[src/rtl/peak_tracker_pkg.sv]
// Shared types for the peak tracker: FSM state encoding as exposed on state_o.
package peak_tracker_pkg;

  localparam int unsigned STATE_W = 2;

  typedef enum logic [STATE_W-1:0] {
    SEARCH = 2'd0,
    REFINE = 2'd1,
    TRACK  = 2'd2
  } state_t;

endpackage

[src/rtl/peak_tracker_argmax.sv]
// Running argmax over qualified samples; later samples replace only on a strictly larger
// magnitude so ties keep the earliest index. upd_* includes the current sample.
module argmax_tracker #(
  parameter int unsigned IN_DW  = 32,
  parameter int unsigned CNT_DW = 32
) (
  input  logic              clk_i,
  input  logic              reset_ni,
  input  logic              clear_i,
  input  logic              sample_i,
  input  logic [CNT_DW-1:0] idx_i,
  input  logic [IN_DW-1:0]  mag_i,
  output logic              upd_valid_o,
  output logic [CNT_DW-1:0] upd_idx_o,
  output logic [IN_DW-1:0]  upd_mag_o
);

  logic              best_valid_q;
  logic [CNT_DW-1:0] best_idx_q;
  logic [IN_DW-1:0]  best_mag_q;

  always_comb begin
    upd_valid_o = best_valid_q;
    upd_idx_o   = best_idx_q;
    upd_mag_o   = best_mag_q;
    if (sample_i && (!best_valid_q || (mag_i > best_mag_q))) begin
      upd_valid_o = 1'b1;
      upd_idx_o   = idx_i;
      upd_mag_o   = mag_i;
    end
  end

  // Clear wins over the current sample: the caller consumes upd_* in the same cycle.
  always_ff @(posedge clk_i or negedge reset_ni) begin
    if (!reset_ni) begin
      best_valid_q <= 1'b0;
      best_idx_q   <= '0;
      best_mag_q   <= '0;
    end else if (clear_i) begin
      best_valid_q <= 1'b0;
      best_idx_q   <= '0;
      best_mag_q   <= '0;
    end else begin
      best_valid_q <= upd_valid_o;
      best_idx_q   <= upd_idx_o;
      best_mag_q   <= upd_mag_o;
    end
  end

endmodule

[src/rtl/peak_tracker.sv]
// Refines coarse peak flags to the exact argmax index, then tracks the periodic peak inside a
// tolerance window and drops lock after MAX_MISSES consecutive empty windows.
module peak_tracker
  import peak_tracker_pkg::*;
#(
  parameter int unsigned IN_DW      = 32,
  parameter int unsigned CNT_DW     = 32,
  parameter int unsigned PERIOD     = 19200,
  parameter int unsigned SEARCH_LEN = 8,
  parameter int unsigned TOLERANCE  = 4,
  parameter int unsigned MAX_MISSES = 3
) (
  input  logic               clk_i,
  input  logic               reset_ni,
  input  logic [IN_DW-1:0]   s_axis_in_tdata,
  input  logic               s_axis_in_tvalid,
  input  logic               peak_detected_i,
  output logic [CNT_DW-1:0]  m_axis_out_tdata,
  output logic [IN_DW-1:0]   m_axis_out_tuser,
  output logic               m_axis_out_tvalid,
  output logic               locked_o,
  output logic [STATE_W-1:0] state_o
);

  if (PERIOD <= SEARCH_LEN + 2 * TOLERANCE || MAX_MISSES < 1) begin : gen_param_check
    $error("peak_tracker: need PERIOD > SEARCH_LEN + 2*TOLERANCE and MAX_MISSES >= 1");
  end

  localparam int unsigned       MissW      = (MAX_MISSES > 1) ? $clog2(MAX_MISSES + 1) : 1;
  localparam logic [CNT_DW-1:0] One        = CNT_DW'(1);
  localparam logic [CNT_DW-1:0] PeriodC    = CNT_DW'(PERIOD);
  localparam logic [CNT_DW-1:0] TolC       = CNT_DW'(TOLERANCE);
  localparam logic [CNT_DW-1:0] WinLast    = CNT_DW'(2 * TOLERANCE);
  localparam logic [CNT_DW-1:0] SearchLast = CNT_DW'(SEARCH_LEN - 1);
  localparam logic [MissW-1:0]  MissLast   = MissW'(MAX_MISSES - 1);

  state_t             state_q, state_d;
  logic [CNT_DW-1:0]  sample_cnt_q, sample_cnt_d;
  // Shared down-counter: beats left in the refine window, or beats left until the last
  // beat of the next tracking window.
  logic [CNT_DW-1:0]  cnt_q, cnt_d;
  logic [CNT_DW-1:0]  expected_q, expected_d;
  logic [MissW-1:0]   misses_q, misses_d;
  logic               locked_q, locked_d;
  logic               out_valid_q, out_valid_d;
  logic [CNT_DW-1:0]  out_idx_q, out_idx_d;
  logic [IN_DW-1:0]   out_mag_q, out_mag_d;

  logic               arg_clear, arg_sample, refine_done, win_end;
  logic               upd_valid;
  logic [CNT_DW-1:0]  upd_idx;
  logic [IN_DW-1:0]   upd_mag;

  argmax_tracker #(
    .IN_DW (IN_DW),
    .CNT_DW(CNT_DW)
  ) u_argmax (
    .clk_i      (clk_i),
    .reset_ni   (reset_ni),
    .clear_i    (arg_clear),
    .sample_i   (arg_sample),
    .idx_i      (sample_cnt_q),
    .mag_i      (s_axis_in_tdata),
    .upd_valid_o(upd_valid),
    .upd_idx_o  (upd_idx),
    .upd_mag_o  (upd_mag)
  );

  always_comb begin
    state_d      = state_q;
    cnt_d        = cnt_q;
    expected_d   = expected_q;
    misses_d     = misses_q;
    locked_d     = locked_q;
    out_valid_d  = 1'b0;
    out_idx_d    = out_idx_q;
    out_mag_d    = out_mag_q;
    arg_clear    = 1'b0;
    arg_sample   = 1'b0;
    refine_done  = 1'b0;
    win_end      = 1'b0;
    sample_cnt_d = s_axis_in_tvalid ? sample_cnt_q + One : sample_cnt_q;

    unique case (state_q)
      SEARCH: begin
        arg_sample = s_axis_in_tvalid & peak_detected_i;
        if (arg_sample) begin
          state_d     = REFINE;
          cnt_d       = SearchLast;
          refine_done = (SEARCH_LEN == 1);
        end
      end
      REFINE: begin
        arg_sample = s_axis_in_tvalid;
        if (s_axis_in_tvalid) begin
          cnt_d       = cnt_q - One;
          refine_done = (cnt_q == One);
        end
      end
      TRACK: begin
        arg_sample = s_axis_in_tvalid & peak_detected_i & (cnt_q <= WinLast);
        if (s_axis_in_tvalid) begin
          if (cnt_q == '0) win_end = 1'b1;
          else             cnt_d   = cnt_q - One;
        end
      end
      default: state_d = SEARCH;
    endcase

    if (refine_done || (win_end && upd_valid)) begin
      out_valid_d = 1'b1;
      out_idx_d   = upd_idx;
      out_mag_d   = upd_mag;
      expected_d  = upd_idx + PeriodC;
      misses_d    = '0;
      locked_d    = 1'b1;
      state_d     = TRACK;
    end else if (win_end) begin
      misses_d   = misses_q + MissW'(1);
      expected_d = expected_q + PeriodC;
      if (misses_q == MissLast) begin
        misses_d = '0;
        locked_d = 1'b0;
        state_d  = SEARCH;
      end
    end

    if (refine_done || win_end) begin
      arg_clear = 1'b1;
      cnt_d     = expected_d + TolC - sample_cnt_q - One;
    end
  end

  always_ff @(posedge clk_i or negedge reset_ni) begin
    if (!reset_ni) begin
      state_q      <= SEARCH;
      sample_cnt_q <= '0;
      cnt_q        <= '0;
      expected_q   <= '0;
      misses_q     <= '0;
      locked_q     <= 1'b0;
      out_valid_q  <= 1'b0;
      out_idx_q    <= '0;
      out_mag_q    <= '0;
    end else begin
      state_q      <= state_d;
      sample_cnt_q <= sample_cnt_d;
      cnt_q        <= cnt_d;
      expected_q   <= expected_d;
      misses_q     <= misses_d;
      locked_q     <= locked_d;
      out_valid_q  <= out_valid_d;
      out_idx_q    <= out_idx_d;
      out_mag_q    <= out_mag_d;
    end
  end

  assign m_axis_out_tdata  = out_idx_q;
  assign m_axis_out_tuser  = out_mag_q;
  assign m_axis_out_tvalid = out_valid_q;
  assign locked_o          = locked_q;
  assign state_o           = state_q;

endmodule

[config.mk]
export PLATFORM = sky130hd
export DESIGN_NAME = peak_tracker
export DESIGN_NICKNAME = d
export VERILOG_FILES = /design/src/rtl/peak_tracker_pkg.sv /design/src/rtl/peak_tracker_argmax.sv /design/src/rtl/peak_tracker.sv
export SDC_FILE = /design/constraint.sdc
export NUM_CORES = 1
export LEC_CHECK = 0
export ABC_AREA = 1
export CAP_MARGIN = 0
export CELL_PAD_IN_SITES_DETAIL_PLACEMENT = 2
export CELL_PAD_IN_SITES_GLOBAL_PLACEMENT = 2
export CORE_MARGIN = 8
export CORE_UTILIZATION = 32
export DETAILED_ROUTE_END_ITERATION = 10
export PLACE_DENSITY_LB_ADDON = 0.05
export SYNTH_ARGS = -nofsm -noshare
export SYNTH_HDL_FRONTEND = slang
export SYNTH_SLANG_ARGS = --single-unit
[constraint.sdc]
create_clock -name clk_i -period 5.1 [get_ports clk_i]
set_input_delay 1.02 -clock clk_i [delete_from_list [all_inputs] [get_ports clk_i]]
set_output_delay 1.02 -clock clk_i [all_outputs]
set_load 0.005 [all_outputs]
* Word level (Yosys, flattened, before mapping)
Index checks and enable logic that the tools add are counted.
** Cells by class
- Mux-type cells :: 33
- Order comparisons :: 2
- $add $sub $neg :: 8
- Bitwise gates (word level) :: 2
- Equality and inequality tests :: 8
- Reduce and logical (&&, ||, !) cells :: 14
** Operators by type and width (number)
- $mux 32 :: 11
- $pmux 32 s3 :: 1
- $add 32x15->32 const B :: 2
- $sub 32x1->32 const B :: 2
- $add 32x1->32 const B :: 1
- $add 32x3->32 const B :: 1
- $eq 32x1->1 const B :: 1
- $gt 32x32->1 :: 1
- $le 32x4->1 const B :: 1
- $logic_not 32->1 :: 1
- $sub 32x32->32 :: 1
- $mux 2 :: 7
- $mux 1 :: 12
- $ne 3x3->1 const B :: 4
- $reduce_and 5->1 :: 1
- $eq 2x2->1 const B :: 2
- $pmux 2 s2 :: 1
- $reduce_bool 2->1 :: 2
- $reduce_bool 4->1 :: 1
- $logic_or 1x1->1 :: 3
- $pmux 1 s3 :: 1
- $add 2x1->2 const B :: 1
- $and 1x1->1 :: 2
- $eq 2x1->1 const B :: 1
- 5 further kinds :: 6
** Storage, ports and cells
- Output and inout port bits :: 68
- Bits in registers :: 231

* Logic depth before layout (Yosys ltp)
Gate-level depths: netlist of run 1.
- Depth after elaboration :: 12
- Depth in mapped cells :: 41
- Gate-level depth less buffers :: 38

* Cells and area by module
A second synthesis of run 1 with hierarchy kept.
** Second synthesis, totals
- Cell total of the unflattened synthesis :: 2140
- Area total of the unflattened synthesis :: 15887.7 sq um
** By module, submodules not included
- peak_tracker :: area an instance 11123.2 sq um, instances 1, cells an instance 1478
- argmax_tracker :: area an instance 4764.6 sq um, instances 1, cells an instance 662

* Worst setup path after synthesis of run 1
No wires, ideal clock.
- Path kind :: input to register
- Start point :: in s_axis_in_tdata[15]
- End point :: reg cnt_q[25]
- Path slack :: -0.556 ns
- Buffers on the path :: 3
- Arrival :: 5.518 ns
- Cell stages on the path :: 40
- Path through :: ha_1 nand2_1 nor2_1 nand2_1 nor2_1 nand2_1 nand3_1 nand2_1 nand2_1 nand2_1 nand2_2 nand2_4 buf_6 buf_6 clkbuf_1 nor2_1 a21oi_1 or2_2 [... 4 more ...] nand3_1 nand2_1 nand2_1 nand2_1 a21oi_1 o21a_1 o21ai_0 nand3_1 nand2_1 nand2_1 nand2_1 nand2_1 nand2_1 nand2_1 nand2_1 or2_2 nand3_1 a22oi_1
** On the way
- Longest elaborated chain between the ends :: 11
- Elaborated cells on any way between the ends :: 13
- Classes of those cells :: add/sub (4); order compare (1); mux (4); reduce/logical (4)
** RTL lines
- start: declaration :: RTL line peak_tracker.sv:15 : input logic [IN_DW-1:0] s_axis_in_tdata,
- $gt 32x32->1 * :: RTL line peak_tracker_argmax.sv:26 : if (sample_i && (!best_valid_q || (mag_i > best_mag_q))) begin
- $logic_or 1x1->1 * :: RTL line peak_tracker_argmax.sv:26
- $logic_and 1x1->1 * :: RTL line peak_tracker_argmax.sv:26
- branches (longest 3 deep; another with $add 32x15->32)
- $mux 32 * :: RTL line peak_tracker.sv:110 : if (refine_done || (win_end && upd_valid)) begin
- named net expected_d[1] :: RTL line peak_tracker.sv:42 : logic [CNT_DW-1:0] expected_q, expected_d;
- $add 32x3->32 * :: RTL line peak_tracker.sv:130 : cnt_d = expected_d + TolC - sample_cnt_q - One;
- $sub 32x32->32 * :: RTL line peak_tracker.sv:130
- $sub 32x1->32 * :: RTL line peak_tracker.sv:130
- $mux 32 * :: RTL line peak_tracker.sv:128 : if (refine_done || win_end) begin
- end signal: assignment :: RTL line peak_tracker.sv:148 : cnt_q <= cnt_d;
- end: declaration :: RTL line peak_tracker.sv:41 : logic [CNT_DW-1:0] cnt_q, cnt_d;
Mark *: on every way through the listed nets, which the timed path passes.
A chain may end at the register's enable or synchronous reset.

* Worst setup path in the final report of run 1
- Start point :: in s_axis_in_tdata[24]
- End point :: reg cnt_q[26]
Same word-level chain as after synthesis.

==> results.json, run 1 <==
{
  "slew_headroom_pct": 32.3,
  "rrSetupSlack_ns": -0.14,
  "multi_input_area_um2": 9650,
  "startpoint_type": "input port",
  "clk_pin_slew_ns": 0.06,
  "cts_tree": "built",
  "ys_warn_count": 0,
  "syn_area_per_cell_um2": 7.80,
  "clk_path_buf_depth": 3,
  "clock_latency_ns": 0.59,
  "fin_crit_sh_pct": 105,
  "routed_wl_mm": 66.9,
  "ir_drop_mv": 0.234,
  "ys_types": 54,
  "yosys.area_share.simple_pct": 24.6,
  "clkSinkCount": 231,
  "p_leak_nw": 10.2,
  "cp_slowest_stage_delay_ns": 0.33,
  "cts_made_buffers": 30,
  "fin_crit_ns": 5.36,
  "tightest_slew_ns": 1.02,
  "drc": 0,
  "antenna_found_initial": 2,
  "synthesis.area_um2": 14200,
  "synthArstFlopShare_pct": 100,
  "die_x_um": 227,
  "final_antenna_net_count": 0,
  "routed_via_density": 5.17,
  "drtIter0Drc": 658,
  "status": "finished with violations",
  "power.density_nw_per_um2": 368,
  "ioPinCount": 104,
  "syn-num-nets": 1966,
  "grt_pass1_vias": 16300,
  "ys.flop_type": "dfrtp_1",
  "worstSetupPathType": "in -> reg",
  "hold_viol_final": 0,
  "wl_per_cell_um": 23.5,
  "fillers": 4758,
  "synth-xor-area-share_pct": 4.18,
  "core_um2": 44000,
  "chipHeight_um": 227,
  "fin_setup_tns_ns": -2.62,
  "layout-drive-gt1-share_pct": 34.7,
  "syn_to_final_growth_pct": 51.9,
  "synth_largest_area_cell": "dfrtp_1",
  "critPathArrivalTime_ns": 5.87,
  "grt_max_degree": 91,
  "slew_violations": 0,
  "rsz0062_at_grt": "yes",
  "htree_levels": 1,
  "worstPathMaxFanout": 6,
  "synth_edf_count": 0,
  "final_nets": 2372,
  "track_usage_pct": 22.9,
  "violations": "setup timing",
  "ctsHoldBuffers": 0,
  "num_rows": 77,
  "setup_violations": 15,
  "cp_slowest_cell": "ha_1",
  "dieArea_um2": 51500,
  "fin_total_pwr_mw": 7.96,
  "layout_commonest_cell": "nand2_1",
  "port-buffer-count": 103,
  "synth_compound_area_share_pct": 13.4,
  "synth_top_family_by_area": "simple AND/OR/NAND/NOR gates",
  "dr.pass1.iters": 5,
  "dpl.hpwl_mm": 41.2,
  "synth-seq-cells": 231,
  "synth_top_area_share_pct": 40.6,
  "clock_skew_ns": 0.0213,
  "max_cap_violations": 0,
  "syn_inst": 1825,
  "setup_slack_ns": -0.264,
  "synth-adder-area-share_pct": 9.28,
  "required_ns": 5.60,
  "cts-root-buf": "clkbuf_16",
  "hold_path.class": "in -> async",
  "overflow": 0,
  "grt_pass1_wl_mm": 93.2,
  "synth_area_leaders": "dfrtp_1, nand2_1, ha_1",
  "synth.area.mux_share_pct": 0.141,
  "vias": 14700,
  "final_cell_mix": "nand2_1, buf_4, dfrtp_1",
  "routabilityCongestion": 0.846,
  "start_util_pct": 32.3,
  "regArea_um2": 5780,
  "cp-end-kind": "flop",
  "fmaxAchievable_mhz": 186,
  "synth-seq-area-share_pct": 40.6
}
synthesized netlist by cell type, types with 6 or more instances:
master and n:
nand2_1 368, o21ai_1 16, nor2_1 229, o221ai_1 6, or2_2 11, o22ai_1 11, clkbuf_1 35, nor4_1 9
nand4_1 35, ha_1 104, buf_2 11, nor2_4 6, a21oi_1 93, nor3_1 28, nand2_2 16, dfrtp_1 231
nand3_1 71, a31oi_1 15, o21ai_0 142, a221oi_1 6, inv_2 8, o31ai_1 6, nor2_2 9, xnor2_1 10
xor2_1 58, inv_1 221, a22oi_1 6, o21a_1 9
kinds of logic after synthesis:
kind of cell	count (synthesis)
AO/OA/AOI/OAI	337
adder cells (fa/ha/maj)	105
flip-flops	231
AND/OR/NAND/NOR	801
buffers and inverters	281
multiplexers	2
XOR/XNOR	68
power breakdown:
part	switching, mW	internal [mW]	leakage (nW)
Clock	0.908	1.31	0.508
Sequential	0.214	2.15	2.86
Combinational	2.03	1.36	6.80
worst max-delay path, delay by kind of cell:
family,cells,cell delay (ns)
simple gates,20,2.38
fa+ha+maj,3,0.90
buf+inv,5,0.86
compound gates,4,0.56
xor+xnor,1,0.14
stage by stage:
stage	hold WS, ns	instance area, µm²	util [%]	cells	setup WS [ns]
CTS	0.479	20500	46.6	2811	-0.0300
global placement	0.463	18100	41.1	2720	-1.14
finish	0.456	21600	49.1	2847	-0.264
global route	0.507	21600	49.1	2847	-0.480
detailed placement	0.469	18100	41.1	2720	-1.31
floorplan	0.448	14600	-	1825	-0.265
what timing repair did:
item / CTS / global route
pin swaps: 133 / 130
hold endpoints to repair: 0 / 0
endpoints found under the setup margin: 21 / 21
gates resized for setup: 317 / 196
buffers inserted: 34 / 34
gates cloned: 4 / 0
sequential cells by signal (all words and copies together) (netlist names), 32 cells and up:
signal	count
cnt_q	32
expected_q	32
m_axis_out_tdata	32
m_axis_out_tuser	32
sample_cnt_q	32
u_argmax.best_idx_q	32
u_argmax.best_mag_q	32
routing by layer:
layer | global-route usage [%] | part of all wire (%)
met4 | 6.60 | 2.8
met3 | 2.83 | 2.9
met1 | 28.4 | 41
met2 | 41.3 | 53
met5 | 0 | 0
layout make-up:
cell class	count	share of cell area, %
Antenna cell	2	0.0231
Clock buffer	41	4.08
Multi-Input combinational cell	1314	44.6
Timing Repair Buffer	425	16.5
Clock inverter	13	0.631
Tap cell	592	3.43
Sequential cell	231	26.7
Inverter	229	4.00
final timing paths:
check | start | end | depth (start not counted)
setup / recovery | s_axis_in_tdata[24] | cnt_q[26] | 33
hold / removal | reset_ni | m_axis_out_tuser[19] | 1
setup reg to reg | u_argmax.best_mag_q[31] | cnt_q[26] | 35
hold reg to reg | m_axis_out_tdata[10] | m_axis_out_tdata[10] | 2
max in group asynchronous | reset_ni | cnt_q[19] | 2
min in group clk_i | m_axis_out_tdata[10] | m_axis_out_tdata[10] | 2
Power figures use the tool's default switching activity.
==> run 2: changes to the inputs <==
- CAP_MARGIN: 0 -> default
- SKIP_LAST_GASP: default -> 1
==> results.json, run 2 (synthesized netlist as in run 1, its figures left out) <==
{
  "syn_to_final_growth_pct": 52.5,
  "critPathArrivalTime_ns": 5.97,
  "worstSetupPathType": "in -> reg",
  "tightest_slew_ns": 1.03,
  "grt_use_met1_pct": 28.4,
  "ioPinCount": 104,
  "p_leak_nw": 10.2,
  "drtIter0Drc": 599,
  "r2r-end": "cnt_q[29]",
  "slew_violations": 0,
  "fin_crit_ns": 5.54,
  "ir_drop_mv": 0.248,
  "hold_viol_final": 0,
  "grt_pass1_vias": 16300,
  "clk_pin_slew_ns": 0.06,
  "routed_via_density": 5.21,
  "grt_max_degree": 91,
  "fin_hold_ws_ns": 0.458,
  "dp.cells": 2720,
  "track_usage_pct": 22.9,
  "dr.pass1.iters": 7,
  "dpl.hpwl_mm": 41.2,
  "wl_per_cell_um": 23.9,
  "hold_path.class": "in -> async",
  "p_switching_mw": 3.18,
  "final_cell_mix": "nand2_1, buf_4, dfrtp_1",
  "status": "finished with violations",
  "preCtsSetupSlack_ns": -1.31,
  "p_comb_share_pct": 43.0,
  "die_x_um": 227,
  "startpoint_type": "input port",
  "cts_tree": "built",
  "start_util_pct": 32.3,
  "clock_latency_ns": 0.59,
  "cpMostUsedCell": "nand2_2",
  "r2r-start": "u_argmax.best_mag_q[31]",
  "violations": "setup timing",
  "drc": 0,
  "p_sw_share_pct": 39.7,
  "rsz0062_at_grt": "yes",
  "grt_pass1_wl_mm": 93.2,
  "grt.busiest_layer": "met2",
  "pwr-share-seq_pct": 29.4,
  "cts-root-buf": "clkbuf_16",
  "fin_total_pwr_mw": 8.02,
  "layout.cells.non_filler": 2850,
  "routed_wl_mm": 68.0,
  "worstRegToRegCells": 34,
  "port-buffer-count": 103,
  "cp_slowest_cell": "ha_4",
  "final_area_um2": 21700,
  "final_nets": 2375,
  "layout-drive-gt1-share_pct": 34.6,
  "setup_violations": 17,
  "htree_levels": 1,
  "dieArea_um2": 51500,
  "fin_crit_sh_pct": 109,
  "cts_made_buffers": 30,
  "worstPathMaxFanout": 8,
  "final_antenna_net_count": 0,
  "placed_area_um2": 18100,
  "core_um2": 44000,
  "rrSetupSlack_ns": -0.35,
  "globalRouteMet3Util_pct": 2.83,
  "p_clk_share_pct": 27.6,
  "fmaxAchievable_mhz": 180,
  "routabilityCongestion": 0.846,
  "vias": 14900,
  "layout_commonest_cell": "nand2_1",
  "clkSinkCount": 231,
  "setup_slack_ns": -0.441,
  "required_ns": 5.53,
  "met2_usage_pct": 41.3,
  "internal-power_mw": 4.84,
  "cp-end-kind": "flop",
  "max_cap_violations": 0,
  "chipHeight_um": 227,
  "power.density_nw_per_um2": 370,
  "overflow": 0,
  "ctsHoldBuffers": 0,
  "slew_headroom_pct": 31.1,
  "antenna_found_initial": 2,
  "clock_skew_ns": 0.0193,
  "cp_slowest_stage_delay_ns": 0.35,
  "num_rows": 77,
  "clk_path_buf_depth": 3
}
==> run 2: cell types whose count changed in the layout (fill, tap and decap cells not counted), sizes merged <==
cell and change:
clkdlybuf4s15 +4, clkbuf -3, buf +1, dlygate4sd2 +1
==> run 2: worst max-delay path by stage <==
stage	start	to	slack, ns	cells past startpoint
detailed placement	s_axis_in_tdata[31]	cnt_q[28]	-1.31	31
global route	s_axis_in_tdata[19]	cnt_q[29]	-0.61	34
CTS	s_axis_in_tdata[29]	cnt_q[31]	-0.03	34
global placement	s_axis_in_tdata[27]	cnt_q[31]	-1.14	32
floorplan	s_axis_in_tdata[13]	cnt_q[25]	-0.27	40
finish	s_axis_in_tdata[31]	cnt_q[29]	-0.44	34
==> run 2: final cells by class <==
class | count | area, µm²
Clock buffer | 41 | 882
Clock inverter | 13 | 136
Timing Repair Buffer | 428 | 3610
Multi-Input combinational cell | 1314 | 9680
Antenna cell | 2 | 5.00
Sequential cell | 231 | 5780
Inverter | 229 | 871
Fill cell | 4734 | 22300
Tap cell | 592 | 741
==> run 2: power by group through the flow <==
stage | Sequential [mW] | Clock, mW | Combinational (mW)
floorplan | 2.31 | 0 | 1.62
global placement | 2.35 | 0 | 2.45
detailed placement | 2.37 | 0 | 2.59
CTS | 2.34 | 2.26 | 3.07
global route | 2.39 | 2.33 | 3.76
finish | 2.36 | 2.21 | 3.45
==> run 2: routing by layer <==
layer  routed length [µm]  part of all wire (%)  up-vias
met1                28200                    41     7638
met3                 1920                   2.8      144
li1                     -                     -     6820
met4                 2510                   3.7        0
met2                35400                    52      259
met5                    0                     0        -
==> run 2: repair_timing <==
action                     in CTS  in global routing
gates cloned                    4                  0
pin swaps                     133                147
buffers inserted               34                 40
resized for setup             316                198
setup endpoints to repair      21                 21
==> run 2: stage by stage <==
step,util [%],TNS [ns]
finish,49.3,-3.59
detailed placement,41.1,-24.85
global route,49.3,-7.19
floorplan,-,-0.873
CTS,46.6,-0.0348
global placement,41.1,-20.50
==> run 2: critical path: cells and delay by family <==
family,cells,cell delay (ns)
AO/OA/AOI/OAI,2,0.23
adder cells (fa/ha/maj),3,0.88
buffers and inverters,6,0.84
AND/OR/NAND/NOR,23,2.92
